--- src/rtl/alu_seq.sv ---
// alu_seq: sequenced valid/ready front end for a 4-bit alu.
// Latches a request onto the alu, waits SETTLE cycles, returns r/ovf.
// Ports:
//   clk, rst              clock, async active-high reset
//   req_valid/req_ready   request handshake
//   req_a, req_b          operands
//   req_cin, req_m        carry-in, alu mode
//   rsp_valid/rsp_ready   response handshake
//   rsp_r, rsp_ovf        captured alu result / overflow
//   rsp_m                 mode echo of the op that produced rsp_r
//   op_count              results captured (wraps)
//   ovf_count             results with overflow (saturates)
module alu_seq #(
  parameter int SETTLE = 1,
  parameter int CNT_W  = 8
) (
  input  logic             clk,
  input  logic             rst,
  input  logic             req_valid,
  output logic             req_ready,
  input  logic [3:0]       req_a,
  input  logic [3:0]       req_b,
  input  logic             req_cin,
  input  logic [3:0]       req_m,
  output logic             rsp_valid,
  input  logic             rsp_ready,
  output logic [3:0]       rsp_r,
  output logic             rsp_ovf,
  output logic [3:0]       rsp_m,
  output logic [CNT_W-1:0] op_count,
  output logic [CNT_W-1:0] ovf_count
);

  typedef enum logic [1:0] {
    IDLE,
    WAIT,
    RESP
  } state_t;

  localparam logic [3:0] LOAD = 4'(SETTLE - 1);

  state_t     state;
  state_t     state_nx;
  logic [3:0] opa;
  logic [3:0] opb;
  logic       opcin;
  logic [3:0] opm;
  logic [3:0] cnt;
  logic [3:0] alu_r;
  logic       alu_ovf;
  logic       accept;
  logic       hs;
  logic       done;

  assign accept = req_valid & req_ready;
  assign hs     = rsp_valid & rsp_ready;
  assign done   = (state == WAIT) && (cnt == 4'd0);

  alu u_alu (
    .a        (opa),
    .b        (opb),
    .cin      (opcin),
    .m        (opm),
    .r        (alu_r),
    .overflow (alu_ovf)
  );

  always_ff @(posedge clk or posedge rst) begin
    if (rst) state <= IDLE;
    else     state <= state_nx;
  end

  always_comb begin
    state_nx = state;
    unique case (state)
      IDLE: if (accept) state_nx = WAIT;
      WAIT: if (cnt == 4'd0) state_nx = RESP;
      RESP: if (hs) state_nx = accept ? WAIT : IDLE;
      default: state_nx = IDLE;
    endcase
  end

  // In RESP the slot frees up in the same cycle the result is taken.
  always_comb begin
    req_ready = 1'b0;
    unique case (state)
      IDLE:    req_ready = 1'b1;
      RESP:    req_ready = rsp_ready;
      default: req_ready = 1'b0;
    endcase
  end

  always_ff @(posedge clk or posedge rst) begin
    if (rst) begin
      opa       <= '0;
      opb       <= '0;
      opcin     <= 1'b0;
      opm       <= '0;
      cnt       <= '0;
      rsp_valid <= 1'b0;
      rsp_r     <= '0;
      rsp_ovf   <= 1'b0;
      rsp_m     <= '0;
      op_count  <= '0;
      ovf_count <= '0;
    end else begin
      if (accept) begin
        opa   <= req_a;
        opb   <= req_b;
        opcin <= req_cin;
        opm   <= req_m;
        cnt   <= LOAD;
      end else if (state == WAIT && cnt != 4'd0) begin
        cnt <= cnt - 4'd1;
      end
      if (hs) rsp_valid <= 1'b0;
      // Capture and handshake never coincide: rsp_valid is low in WAIT.
      if (done) begin
        rsp_valid <= 1'b1;
        rsp_r     <= alu_r;
        rsp_ovf   <= alu_ovf;
        rsp_m     <= opm;
        op_count  <= op_count + 1'b1;
        if (alu_ovf && ovf_count != '1)
          ovf_count <= ovf_count + 1'b1;
      end
    end
  end

endmodule

// alu: 4-bit combinational alu.
// m 0..7 arith/logic, m 8..15 shift/rotate (overflow 0 for those).
module alu (
  input  logic [3:0] a,
  input  logic [3:0] b,
  input  logic       cin,
  input  logic [3:0] m,
  output logic [3:0] r,
  output logic       overflow
);

  logic [3:0] nb;
  assign nb = ~b;

  always_comb begin
    r        = '0;
    overflow = 1'b0;
    unique case (m)
      4'd0: begin
        r        = a + b + {3'b0, cin};
        overflow = (a[3] == b[3]) && (r[3] != a[3]);
      end
      4'd1: begin
        // a - b - !cin, as a + ~b + cin
        r        = a + nb + {3'b0, cin};
        overflow = (a[3] != b[3]) && (r[3] != a[3]);
      end
      4'd2: r = a & b;
      4'd3: r = a | b;
      4'd4: r = a ^ b;
      4'd5: r = ~a;
      4'd6: begin
        r        = a + {3'b0, cin};
        overflow = !a[3] && r[3];
      end
      4'd7:  r = b;
      4'd8:  r = {a[2:0], 1'b0};
      4'd9:  r = {a[2:0], cin};
      4'd10: r = {1'b0, a[3:1]};
      4'd11: r = {cin, a[3:1]};
      4'd12: r = {a[3], a[3:1]};
      4'd13: r = {a[1:0], a[3:2]};
      4'd14: r = {a[2:0], a[3]};
      4'd15: r = {a[0], a[3:1]};
      default: r = '0;
    endcase
  end

endmodule

--- config.mk ---
export PLATFORM = sky130hd
export DESIGN_NAME = alu_seq
export DESIGN_NICKNAME = d
export VERILOG_FILES = /design/src/rtl/alu_seq.sv
export SDC_FILE = /design/constraint.sdc
export NUM_CORES = 1
export LEC_CHECK = 0
export CAP_MARGIN = 30
export CORE_MARGIN = 10
export CORE_UTILIZATION = 54
export CTS_CLUSTER_DIAMETER = 150
export DETAILED_ROUTE_END_ITERATION = 16
export GPL_TIMING_DRIVEN = 0
export PLACE_DENSITY = 0.84
export SKIP_LAST_GASP = 1
export SLEW_MARGIN = 25
export SYNTH_ARGS = -nofsm -noshare
export SYNTH_HDL_FRONTEND = slang
export SYNTH_SLANG_ARGS = --single-unit
--- constraint.sdc ---
create_clock -name clk -period 3.25 [get_ports clk]
set_input_delay 0.65 -clock clk [delete_from_list [all_inputs] [get_ports clk]]
set_output_delay 0.65 -clock clk [all_outputs]
set_load 0.03 [all_outputs]
## Word-level counts from Yosys, hierarchy flattened

Cells that the tools add are included.

- Add/subtract/negate cells: 8
- Eq/ne operators: 25
- Mux-type cells: 12
- Bitwise operators: 7
- Reductions and logical operators: 15

Operators by type and width:

| kind | number |
|---|---|
| 4-bit one-hot mux with 16 select lines | 1 |
| 4-bit equality test, second input constant | 8 |
| 8-bit by 1-bit adder with 8-bit output, second input constant | 2 |
| 4-bit by 3-bit equality test with 1-bit output, second input constant | 4 |
| 4-bit by 1-bit adder with 4-bit output | 3 |
| 4-bit adder | 2 |
| 4-bit by 2-bit equality test with 1-bit output, second input constant | 2 |
| 4-bit zero test | 2 |
| 4-bit two-way mux | 2 |
| 8-bit != test, second input constant | 1 |
| 4-bit inverter | 2 |
| 1-bit logical AND | 6 |
| 2-bit two-way mux | 3 |
| 2-bit != test, second input constant | 3 |
| 2-bit one-hot mux with 3 select lines | 1 |
| 4-bit AND | 1 |
| 4-bit by 1-bit equality test with 1-bit output, second input constant | 1 |
| 4-bit bitwise OR | 1 |
| 2-bit nonzero test | 2 |
| 4-bit nonzero test | 1 |
| 4-bit by 1-bit subtractor with 4-bit output, second input constant | 1 |
| 4-bit XOR | 1 |
| 1-bit two-way mux | 3 |
| 1-bit != test | 3 |
| other kinds (10) | 11 |

- Flip-flop bits (word level): 45
- Output and inout bits: 27
- Word-level logic and storage cells: 79

## Logic depth before layout (Yosys ltp)

Gate-level depths: netlist of run 1.

- Word-level depth: 8
- Mapped depth: 10

## Modules after synthesis

From an unflattened synthesis of run 1, not the netlist that was laid out.

- Cell total of the unflattened synthesis: 296
- Area, all modules: 3051.7 µm²

Modules (own cells, without submodules):

| module | instances | cells an instance | area each (µm²) | sequential area each (µm²) |
|---|---|---|---|---|
| alu_seq | 1 | 159 | 2034.5 | 1126.1 |
| alu | 1 | 137 | 1017.2 | 0.0 |

## Least setup slack after synthesis of run 1

No wires, ideal clock.

- Kind: reg-to-reg
- Start: register opa[2]
- End: register ovf_count[7]
- Arrival time: 2.366 ns
- Required time: 3.125 ns
- Slack: 0.759 ns
- Cell stages (with the launch flop): 11
- Clock period less this slack: 2.491 ns
- Path through: dfrtp_1 > clkbuf_1 > inv_1 > ha_1 > buf_4 > nor3_1 > a211o_1 > o221a_4 > o21ai_4 > nand4_2 > mux2_4

- Word-level cells in the longest chain between the ends: 7

Ends and longest elaborated chain:

| what | line | source |
|---|---|---|
| start, declared | 44 | `logic [3:0] opa;` |
| start signal, assigned | 108 | `opa <= req_a;` |
| 4-bit adder (on tied branches) | 156, 151 |  |
| 4-bit by 1-bit adder with 4-bit output (on tied branches) | 156, 151 |  |
| 1-bit != test (on tied branches) | 157, 152 |  |
| 1-bit logical AND (on tied branches) | 157, 152 |  |
| 1-bit one-hot mux with 3 select lines * | 149 | `unique case (m)` |
| 1-bit logical AND * | 124 | `if (alu_ovf && ovf_count != '1)` |
| 2-bit AND reduction (no source line) * | -- |  |
| end signal, assigned | 125 | `ovf_count <= ovf_count + 1'b1;` |
| end, declared | 31 | `output logic [CNT_W-1:0] ovf_count` |

Mark *: on every way between the ends. The rest lies on a longest branch, timed or not.
A chain may end at the register's enable or synchronous reset.

## Worst setup path after layout of run 1

- Start: register opa[2]
- End: register ovf_count[1]

Same word-level chain as after synthesis.

==> run_summary.xml, run 1 <==
<?xml version="1.0" encoding="UTF-8"?>
<metrics>
  <group name="power">
    <metric name="p_leak" unit="nW">1.55</metric>
    <metric name="ir_drop" unit="mV">0.482</metric>
    <metric name="power_per_cell_area" unit="nW/um2">1050</metric>
  </group>
  <group name="run_status">
    <metric name="outcome" unit="">finished, final reports clean</metric>
  </group>
  <group name="cts">
    <metric name="clk-insertion-delay-late" unit="ns">0.30</metric>
    <metric name="cts.path.max_buffers" unit="">2</metric>
    <metric name="cts.repair_timing.setup_buffer_count" unit="">0</metric>
    <metric name="tritoncts" unit="">yes</metric>
    <metric name="cts_resized" unit="">0</metric>
    <metric name="clock-root-buffer" unit="">sky130_fd_sc_hd__clkbuf_8</metric>
    <metric name="cts_hold_buf" unit="">0</metric>
    <metric name="cts_buffer_count" unit="">5</metric>
    <metric name="cts.sink_count" unit="">45</metric>
    <metric name="clk_transition_reported_paths" unit="ns">0.09</metric>
    <metric name="htree_levels" unit="">2</metric>
  </group>
  <group name="setup_path">
    <metric name="worstRegToRegCells" unit="">10</metric>
    <metric name="worst-path-buf-inv" unit="">3</metric>
    <metric name="start_kind" unit="">flop</metric>
    <metric name="cp.arrival" unit="ns">3.06</metric>
    <metric name="critPathSlowestCell" unit="">sky130_fd_sc_hd__dfrtp_1</metric>
    <metric name="max_stage_delay" unit="ns">0.39</metric>
    <metric name="timing.critical_path.max_delay_family" unit="">compound AO/OA/AOI/OAI gates</metric>
    <metric name="crit_path_cells" unit="">clkbuf_1 -&gt; inv_1 -&gt; ha_1 -&gt; buf_4 -&gt; a21oi_1 -&gt; o21ai_1 -&gt; o221a_4 -&gt; o21ai_4 -&gt; nand3_2 -&gt; mux2_4</metric>
    <metric name="timing.critical_path.required" unit="ns">3.44</metric>
    <metric name="r2r_slack" unit="ns">0.39</metric>
    <metric name="worst_r2r_startpoint" unit="">opa[2]$_DFFE_PP0P_</metric>
    <metric name="reg2reg_to" unit="">ovf_count[1]$_DFFE_PP0P_</metric>
    <metric name="critical_path_peak_fanout" unit="">9</metric>
    <metric name="worstSetupStartpoint" unit="">opa[2]$_DFFE_PP0P_</metric>
    <metric name="worst-setup-path-type" unit="">flop to flop</metric>
    <metric name="crit_path_end_kind" unit="">flop</metric>
  </group>
  <group name="global_routing">
    <metric name="vias_in_the_first_global_route" unit="">2476</metric>
    <metric name="grt_overflow_total" unit="">0</metric>
    <metric name="grt_start_max_net_pins" unit="">24</metric>
    <metric name="groute.usage.overall" unit="">0.175</metric>
    <metric name="number_of_antenna_violations_at_the_first_check_in_global_routing" unit="">0</metric>
    <metric name="grt_first_pass_wirelength" unit="um">12400</metric>
  </group>
  <group name="finish">
    <metric name="layout.filler_cells" unit="">431</metric>
    <metric name="num-nets-final" unit="">403</metric>
    <metric name="multi_input_area" unit="um2">1580</metric>
    <metric name="area_growth_syn_to_layout" unit="%">22.7</metric>
    <metric name="post-route-util" unit="">0.691</metric>
    <metric name="final-seq-area" unit="um2">1130</metric>
    <metric name="layout_cells_sized_above_1" unit="">0.0817</metric>
    <metric name="insertedDiodeCount" unit="">0</metric>
  </group>
  <group name="placement">
    <metric name="quantity_of_i_o_buffers_inserted_on_ports" unit="">43</metric>
    <metric name="place.detailed.hpwl" unit="um">5570</metric>
    <metric name="gp_congestion" unit="">0.967</metric>
    <metric name="dp_worst_setup_slack" unit="ns">0.434</metric>
  </group>
  <group name="timing">
    <metric name="fmax" unit="MHz">349</metric>
    <metric name="final-max-slew-violation-count" unit="">0</metric>
    <metric name="finalWorstSetupSlack" unit="ns">0.387</metric>
    <metric name="min_period" unit="ns">2.86</metric>
    <metric name="worst-slew-pin-transition" unit="ns">0.665</metric>
    <metric name="timing.final.setup_violations" unit="">0</metric>
    <metric name="worst_hold_slack" unit="ns">0.489</metric>
    <metric name="rsz0062_at_grt" unit="">false</metric>
    <metric name="tns" unit="ns">0</metric>
    <metric name="final-hold-violation-count" unit="">0</metric>
    <metric name="finalClockSkew" unit="ns">0.0105</metric>
    <metric name="max_slew_margin" unit="">0.553</metric>
    <metric name="fin_crit_share" unit="">0.881</metric>
  </group>
  <group name="min_path">
    <metric name="worstHoldEndpoint" unit="">rsp_m[2]$_DFFE_PP0P_</metric>
    <metric name="hold_path.class" unit="">flop to flop</metric>
    <metric name="hold_path.startpoint" unit="">rsp_m[2]$_DFFE_PP0P_</metric>
    <metric name="holdPathStages" unit="">2</metric>
  </group>
  <group name="route">
    <metric name="route.vias.total" unit="">2492</metric>
    <metric name="first_iter_violations" unit="">377</metric>
    <metric name="detail_route.first_pass.iterations" unit="">5</metric>
    <metric name="detail_route.vias_per_cell" unit="">5.70</metric>
    <metric name="route.antenna.remaining_nets" unit="">0</metric>
    <metric name="wire_per_inst" unit="um">16.7</metric>
    <metric name="drc" unit="">0</metric>
    <metric name="wl" unit="um">7310</metric>
  </group>
  <group name="synthesis">
    <metric name="synth_cell_types" unit="">55</metric>
    <metric name="synth_async_sr_flop_share" unit="">1.00</metric>
    <metric name="netlist.top_cell.by_area" unit="">sky130_fd_sc_hd__dfrtp_1</metric>
    <metric name="synth_top_cell_area_share" unit="">0.389</metric>
    <metric name="synth-edff-count" unit="">0</metric>
    <metric name="syn_area_per_cell" unit="um2">9.19</metric>
    <metric name="synthesis.area" unit="um2">2900</metric>
    <metric name="postSynthNetCount" unit="">352</metric>
    <metric name="number_of_warnings_reported_in_the_yosys_synthesis_log" unit="">0</metric>
    <metric name="count_of_mapped_cells_out_of_synthesis" unit="">315</metric>
    <metric name="postSynthRegisterBits" unit="">45</metric>
    <metric name="netlist_top_cells_area" unit="">sky130_fd_sc_hd__dfrtp_1 (39%), sky130_fd_sc_hd__ha_1 (6.9%), sky130_fd_sc_hd__nand2_1 (5.7%)</metric>
    <metric name="commonest_register_cell_after_synthesis" unit="">sky130_fd_sc_hd__dfrtp_1</metric>
    <metric name="synth_sequential_area_ratio" unit="">0.389</metric>
  </group>
  <group name="die">
    <metric name="die_w" unit="um">93.2</metric>
    <metric name="ios" unit="">44</metric>
    <metric name="fp.coreArea" unit="um2">5140</metric>
    <metric name="die_area" unit="um2">8690</metric>
    <metric name="floorplan.initialDensity" unit="">0.563</metric>
    <metric name="core.rowCount" unit="">26</metric>
    <metric name="chipHeight" unit="um">93.2</metric>
  </group>
  <group name="flow_run">
    <metric name="timing.max_cap.violations" unit="">0</metric>
  </group>
</metrics>
==> cell type report <==
cell class              instances  share of cell area
flip-flops and latches         45               0.317
repair buffers                 44               0.129
well taps                      70              0.0247
clock buffers                   6              0.0204
clock inverters                 2              0.0109
inverters                      22              0.0232
plain buffers                  18              0.0310
multi-input cells             230               0.444
==> routing by layer <==
metal | global-route usage | share of wire | vias to the layer above
met2 | 0.280 | 0.48 | 102
met3 | 0.0472 | 0.068 | 14
met5 | 0 | 0 | -
met4 | 0.0771 | 0.024 | 0
met1 | 0.215 | 0.43 | 1172
li1 | - | - | 1204
==> how the worst max path moves through the flow <==
stage                                     to  slack, ns  depth (start not counted)
floorplan           ovf_count[7]$_DFFE_PP0P_       0.76                         10
global placement    ovf_count[1]$_DFFE_PP0P_       0.45                         10
detailed placement  ovf_count[1]$_DFFE_PP0P_       0.43                         10
CTS                 ovf_count[1]$_DFFE_PP0P_       0.42                         10
global route        ovf_count[1]$_DFFE_PP0P_       0.18                         10
finish              ovf_count[1]$_DFFE_PP0P_       0.39                         10
==> kinds of logic (layout without fill, tap and decap cells) <==
kind of cell,count (synthesis),after routing,share of synthesized area
muxes,6,6,0.0290
and+or+nand+nor,109,109,0.190
xor gates and xnor gates,19,19,0.0575
adders and majority gates,20,20,0.0968
AOI/OAI and AO/OA,76,76,0.171
buffers and inverters,40,92,0.0665
DFF,45,45,0.389
==> cells in the final DEF, fill, tap and decap left out, types with 2 or more instances in the layout <==
| cell | n |
|---|---|
| sky130_fd_sc_hd__nand2b_1 | 2 |
| sky130_fd_sc_hd__nor3_1 | 6 |
| sky130_fd_sc_hd__nand2_1 | 44 |
| sky130_fd_sc_hd__xnor2_1 | 15 |
| sky130_fd_sc_hd__mux2i_1 | 2 |
| sky130_fd_sc_hd__and3_1 | 7 |
| sky130_fd_sc_hd__a31oi_1 | 4 |
| sky130_fd_sc_hd__a21o_1 | 2 |
| sky130_fd_sc_hd__a22o_1 | 3 |
| sky130_fd_sc_hd__o21ai_1 | 4 |
| sky130_fd_sc_hd__xor2_1 | 4 |
| sky130_fd_sc_hd__fa_1 | 4 |
| sky130_fd_sc_hd__o211ai_1 | 2 |
| sky130_fd_sc_hd__clkdlybuf4s50_1 | 43 |
| sky130_fd_sc_hd__buf_6 | 4 |
| sky130_fd_sc_hd__dfrtp_1 | 45 |
| sky130_fd_sc_hd__inv_1 | 19 |
| sky130_fd_sc_hd__nor2_1 | 17 |
| sky130_fd_sc_hd__buf_4 | 2 |
| sky130_fd_sc_hd__clkbuf_8 | 5 |
| sky130_fd_sc_hd__a221oi_1 | 4 |
| sky130_fd_sc_hd__inv_2 | 3 |
| sky130_fd_sc_hd__a22oi_1 | 3 |
| sky130_fd_sc_hd__a211oi_1 | 4 |
| sky130_fd_sc_hd__ha_1 | 16 |
| sky130_fd_sc_hd__o21ai_0 | 24 |
| sky130_fd_sc_hd__nand4_1 | 7 |
| sky130_fd_sc_hd__and2_1 | 2 |
| sky130_fd_sc_hd__mux2_4 | 2 |
| sky130_fd_sc_hd__nor2b_1 | 4 |
| sky130_fd_sc_hd__nand3_1 | 10 |
| sky130_fd_sc_hd__clkbuf_1 | 11 |
| sky130_fd_sc_hd__a21oi_1 | 16 |
==> flip-flops by register name, indices dropped and copies added (netlist names), 2 cells and up <==
register	flops
opa	4
opb	4
ovf_count	8
state	2
cnt	4
rsp_m	4
opm	4
rsp_r	4
op_count	8
==> tightest hold or removal path: stages (launching register included) <==
cell	delay, ns
sky130_fd_sc_hd__dfrtp_1	0.35
sky130_fd_sc_hd__nand2_1	0.05
sky130_fd_sc_hd__o21ai_0	0.06
==> where the power goes <==
group / internal, mW / switching [mW]
Sequential: 0.766 / 0.218
Clock: 0.231 / 0.199
Combinational: 0.932 / 1.37
==> cell usage after synthesis, drive strengths merged, types with 2 or more instances <==
| cell type | n |
|---|---|
| a21o | 2 |
| nand3 | 11 |
| a31oi | 4 |
| a22o | 3 |
| inv | 22 |
| o221a | 2 |
| nand2 | 44 |
| clkbuf | 11 |
| nand4 | 8 |
| and2 | 2 |
| o21ai | 29 |
| a211oi | 4 |
| a221oi | 4 |
| mux2i | 2 |
| nor2 | 17 |
| o211ai | 2 |
| mux2 | 3 |
| xor2 | 4 |
| a21oi | 16 |
| buf | 7 |
| and3 | 7 |
| fa | 4 |
| nor2b | 4 |
| a22oi | 3 |
| ha | 16 |
| xnor2 | 15 |
| dfrtp | 45 |
| nor3 | 6 |
| nand2b | 3 |
==> through the flow <==
stage	instances	total power, mW	instance area, um2
2_1_floorplan	315	2.58	2900
3_3_place_gp	428	3.22	3410
3_5_place_dp	429	3.26	3440
4_1_cts	437	3.70	3550
5_1_grt	437	4.02	3550
6_report	437	3.72	3550
Note: power is estimated with default switching activity, not from simulation.
==> inputs of run 2 (changes only) <==
--- a/config.mk
+++ b/config.mk
@@ -5,6 +5,7 @@
 export SDC_FILE = /design/constraint.sdc
 export NUM_CORES = 1
 export LEC_CHECK = 0
+export ABC_AREA = 1
 export CAP_MARGIN = 30
 export CORE_MARGIN = 10
 export CORE_UTILIZATION = 54
@@ -12,7 +13,6 @@
 export DETAILED_ROUTE_END_ITERATION = 16
 export GPL_TIMING_DRIVEN = 0
 export PLACE_DENSITY = 0.84
-export SKIP_LAST_GASP = 1
 export SLEW_MARGIN = 25
 export SYNTH_ARGS = -nofsm -noshare
 export SYNTH_HDL_FRONTEND = slang
==> run 2 against run 1 <==
Compared with the run above: via count up 4.5%; clock power down 2%; first-iteration DRC count down 58%; synthesized cell count up 19%; combinational power is 21% lower; worst hold slack lost 0.0062 ns; die area shrank 1.3%; largest power group unchanged; utilization is 0.47 points lower; critical path depth is 6 lower; setup slack better by 0.23 ns; design area decreased by 1.3%; largest cell class unchanged.
==> run_summary.xml, run 2 <==
<?xml version="1.0" encoding="UTF-8"?>
<metrics>
  <group name="global_routing">
    <metric name="number_of_antenna_violations_at_the_first_check_in_global_routing" unit="">0</metric>
    <metric name="groute.usage.overall" unit="">0.161</metric>
    <metric name="grt_start_max_net_pins" unit="">24</metric>
    <metric name="vias_in_the_first_global_route" unit="">2525</metric>
    <metric name="grt_overflow_total" unit="">0</metric>
    <metric name="grt_first_pass_wirelength" unit="um">11500</metric>
  </group>
  <group name="setup_path">
    <metric name="max_stage_delay" unit="ns">0.69</metric>
    <metric name="worst_r2r_startpoint" unit="">opa[2]$_DFFE_PP0P_</metric>
    <metric name="reg2reg_to" unit="">ovf_count[7]$_DFFE_PP0P_</metric>
    <metric name="crit_path_end_kind" unit="">primary output</metric>
    <metric name="worstRegToRegCells" unit="">11</metric>
    <metric name="timing.critical_path.required" unit="ns">2.60</metric>
    <metric name="r2r_slack" unit="ns">1.03</metric>
    <metric name="critical_path_peak_fanout" unit="">2</metric>
    <metric name="critPathSlowestCell" unit="">sky130_fd_sc_hd__clkdlybuf4s50_1</metric>
    <metric name="worst-setup-path-type" unit="">input port to primary output</metric>
    <metric name="start_kind" unit="">input port</metric>
    <metric name="cp.arrival" unit="ns">1.98</metric>
    <metric name="crit_path_cells" unit="">clkdlybuf4s50_1 -&gt; nor2_1 -&gt; nor2_1 -&gt; clkdlybuf4s50_1</metric>
  </group>
  <group name="synthesis">
    <metric name="netlist.top_cell.by_area" unit="">sky130_fd_sc_hd__dfrtp_1</metric>
    <metric name="commonest_register_cell_after_synthesis" unit="">sky130_fd_sc_hd__dfrtp_1</metric>
    <metric name="synth_cell_types" unit="">28</metric>
    <metric name="postSynthNetCount" unit="">413</metric>
    <metric name="synthesis.area" unit="um2">2850</metric>
    <metric name="syn_area_per_cell" unit="um2">7.58</metric>
    <metric name="number_of_warnings_reported_in_the_yosys_synthesis_log" unit="">0</metric>
    <metric name="synth_sequential_area_ratio" unit="">0.395</metric>
    <metric name="synth_top_cells_by_count" unit="">sky130_fd_sc_hd__nand2_1 (125), sky130_fd_sc_hd__dfrtp_1 (45), sky130_fd_sc_hd__inv_1 (37)</metric>
    <metric name="netlist_top_cells_area" unit="">sky130_fd_sc_hd__dfrtp_1 (40%), sky130_fd_sc_hd__nand2_1 (16%), sky130_fd_sc_hd__ha_1 (7.0%)</metric>
    <metric name="synth-edff-count" unit="">0</metric>
    <metric name="postSynthRegisterBits" unit="">45</metric>
    <metric name="most_frequently_used_cell_type_in_the_post_synthesis_netlist" unit="">sky130_fd_sc_hd__nand2_1</metric>
    <metric name="synth_async_sr_flop_share" unit="">1.00</metric>
    <metric name="count_of_mapped_cells_out_of_synthesis" unit="">376</metric>
    <metric name="synth_top_cell_area_share" unit="">0.395</metric>
  </group>
  <group name="power">
    <metric name="power_per_cell_area" unit="nW/um2">915</metric>
    <metric name="power_switching_share" unit="">0.492</metric>
    <metric name="p_switching" unit="mW">1.58</metric>
    <metric name="intPower" unit="mW">1.63</metric>
    <metric name="share_comb_of_total_power" unit="">0.569</metric>
    <metric name="power.clock.fraction" unit="">0.132</metric>
    <metric name="ir_drop" unit="mV">0.489</metric>
    <metric name="seq_power_share" unit="">0.299</metric>
    <metric name="p_leak" unit="nW">1.77</metric>
  </group>
  <group name="die">
    <metric name="floorplan.initialDensity" unit="">0.558</metric>
    <metric name="die_area" unit="um2">8580</metric>
    <metric name="core.rowCount" unit="">26</metric>
    <metric name="ios" unit="">44</metric>
    <metric name="die_w" unit="um">92.6</metric>
    <metric name="chipHeight" unit="um">92.6</metric>
    <metric name="fp.coreArea" unit="um2">5110</metric>
  </group>
  <group name="route">
    <metric name="route.antenna.remaining_nets" unit="">0</metric>
    <metric name="route.vias.total" unit="">2605</metric>
    <metric name="wire_per_inst" unit="um">13.8</metric>
    <metric name="detail_route.first_pass.iterations" unit="">4</metric>
    <metric name="first_iter_violations" unit="">158</metric>
    <metric name="drc" unit="">0</metric>
    <metric name="wl" unit="um">6890</metric>
    <metric name="detail_route.vias_per_cell" unit="">5.23</metric>
  </group>
  <group name="finish">
    <metric name="largest_registers" unit="">op_count: 8 flops, ovf_count: 8 flops</metric>
    <metric name="layout.filler_cells" unit="">444</metric>
    <metric name="layout_cells_sized_above_1" unit="">0.0724</metric>
    <metric name="insertedDiodeCount" unit="">0</metric>
    <metric name="final-seq-area" unit="um2">1130</metric>
    <metric name="multi_input_area" unit="um2">1540</metric>
    <metric name="mostFrequentLayoutCell" unit="">sky130_fd_sc_hd__nand2_1</metric>
    <metric name="num-nets-final" unit="">464</metric>
    <metric name="layout.cells.most_common_list" unit="">sky130_fd_sc_hd__nand2_1 (125), sky130_fd_sc_hd__dfrtp_1 (45), sky130_fd_sc_hd__clkdlybuf4s50_1 (43), sky130_fd_sc_hd__inv_1 (36), sky130_fd_sc_hd__nor2_1 (36)</metric>
    <metric name="area_growth_syn_to_layout" unit="%">23.1</metric>
  </group>
  <group name="timing">
    <metric name="fin_crit_share" unit="">0.810</metric>
    <metric name="final-max-slew-violation-count" unit="">0</metric>
    <metric name="min_period" unit="ns">2.63</metric>
    <metric name="worst-slew-pin-transition" unit="ns">0.524</metric>
    <metric name="rsz0062_at_grt" unit="">false</metric>
    <metric name="fmax" unit="MHz">380</metric>
    <metric name="timing.final.setup_violations" unit="">0</metric>
    <metric name="finalClockSkew" unit="ns">0.0108</metric>
    <metric name="final-hold-violation-count" unit="">0</metric>
    <metric name="tns" unit="ns">0</metric>
    <metric name="max_slew_margin" unit="">0.650</metric>
    <metric name="finalWorstSetupSlack" unit="ns">0.618</metric>
  </group>
  <group name="cts">
    <metric name="clk_transition_reported_paths" unit="ns">0.08</metric>
    <metric name="cts.path.max_buffers" unit="">2</metric>
    <metric name="cts_hold_buf" unit="">0</metric>
    <metric name="cts.sink_count" unit="">45</metric>
    <metric name="htree_levels" unit="">2</metric>
    <metric name="clk-insertion-delay-late" unit="ns">0.30</metric>
    <metric name="cts.repair_timing.setup_buffer_count" unit="">0</metric>
    <metric name="cts_buffer_count" unit="">5</metric>
    <metric name="clock-root-buffer" unit="">sky130_fd_sc_hd__clkbuf_8</metric>
    <metric name="tritoncts" unit="">yes</metric>
    <metric name="cts_resized" unit="">0</metric>
  </group>
  <group name="placement">
    <metric name="place.detailed.hpwl" unit="um">5540</metric>
    <metric name="gp_congestion" unit="">0.923</metric>
    <metric name="quantity_of_i_o_buffers_inserted_on_ports" unit="">43</metric>
    <metric name="dp_worst_setup_slack" unit="ns">0.615</metric>
  </group>
  <group name="flow_run">
    <metric name="timing.max_cap.violations" unit="">0</metric>
  </group>
  <group name="min_path">
    <metric name="hold_path.class" unit="">flop to flop</metric>
    <metric name="worstHoldEndpoint" unit="">op_count[7]$_DFFE_PP0P_</metric>
    <metric name="holdPathStages" unit="">1</metric>
    <metric name="hold_path.startpoint" unit="">op_count[7]$_DFFE_PP0P_</metric>
  </group>
  <group name="run_status">
    <metric name="outcome" unit="">finished, final reports clean</metric>
  </group>
</metrics>
-- run 2: cell types whose count changed after synthesis, sizes merged, moves of 6 or more --
cell / previous run / this run
a21oi: 16 / 10
and3: 7 / 1
clkbuf: 11 / 3
inv: 22 / 41
nand2: 44 / 128
nand3: 11 / 20
nand4: 8 / 14
nor2: 17 / 42
xnor2: 15 / 6
-- run 2: critical path, delay by kind of cell --
kind / cells / cell delay [ns]
buffers and inverters: 2 / 1.17
AND/OR/NAND/NOR: 2 / 0.17
-- run 2: cell families after synthesis --
kind of cell,count (synthesis),synth area share
adders and majority gates,20,0.0984
DFF,45,0.395
buffers and inverters,47,0.0637
AOI/OAI and AO/OA,40,0.0720
and+or+nand+nor,210,0.328
xor gates and xnor gates,14,0.0430
-- run 2: metrics by stage --
stage                      util  total power [mW]  area (um2)  hold WS, ns  cells
final                     0.686              3.21        3510        0.483    498
after global routing      0.686              3.50        3510        0.505    498
after CTS                 0.686              3.21        3510        0.493    498
after detailed placement  0.665              2.78        3390        0.477    490
after global placement    0.659              2.72        3370        0.462    489
after floorplan               -              2.21        2850        0.457    376
-- run 2: final cells by class --
type                       instances  share of cell area
inverter                          41              0.0439
clock inverter                     2              0.0111
sequential                        45               0.321
clock buffer                       6              0.0207
buffer                             6             0.00785
tap                               70              0.0250
multi-input combinational        284               0.440
timing repair buffer              44               0.131
-- run 2: worst max path at each step --
stage | start | end | slack [ns] | cells after the start
2_1_floorplan | rsp_ready | opb[1]$_DFFE_PP0P_ | 1.30 | 6
3_3_place_gp | rsp_ready | req_ready | 0.61 | 4
3_5_place_dp | rsp_ready | req_ready | 0.61 | 4
4_1_cts | rsp_ready | req_ready | 0.61 | 4
5_1_grt | rsp_ready | req_ready | 0.52 | 4
6_report | rsp_ready | req_ready | 0.62 | 4
-- run 2: routing by layer --
metal	track usage	vias up	share of wire
li1	-	1306	-
met2	0.283	93	0.50
met3	0.0387	10	0.062
met5	0	-	0
met4	0.0476	0	0.016
met1	0.190	1196	0.43
-- run 2: power by group through the flow --
stage / clock (mW) / sequential (mW) / combinational [mW]
floorplan: 0 / 1.08 / 1.13
global placement: 0 / 0.960 / 1.76
detailed placement: 0 / 0.970 / 1.81
CTS: 0.430 / 0.959 / 1.83
global route: 0.455 / 0.994 / 2.05
finish: 0.423 / 0.960 / 1.82
==> inputs of run 3 (changes only) <==
==> constraint.sdc (replaced) <==
create_clock -name clk -period 2.6 [get_ports clk]
set_input_delay 0.52 -clock clk [delete_from_list [all_inputs] [get_ports clk]]
set_output_delay 0.52 -clock clk [all_outputs]
set_load 0.03 [all_outputs]
==> results of run 3 <==
The final DEF is identical to that of run 2. Status: finished, final reports clean.
Main changes from that run: setup slack after placement 0.615 ns -> 0.225 ns; setup slack after layout 0.618 ns -> 0.228 ns; register-to-register setup slack 1.03 ns -> 0.38 ns; total power 3.21 mW -> 4.01 mW; worst IR drop on VDD 0.489 mV -> 0.611 mV
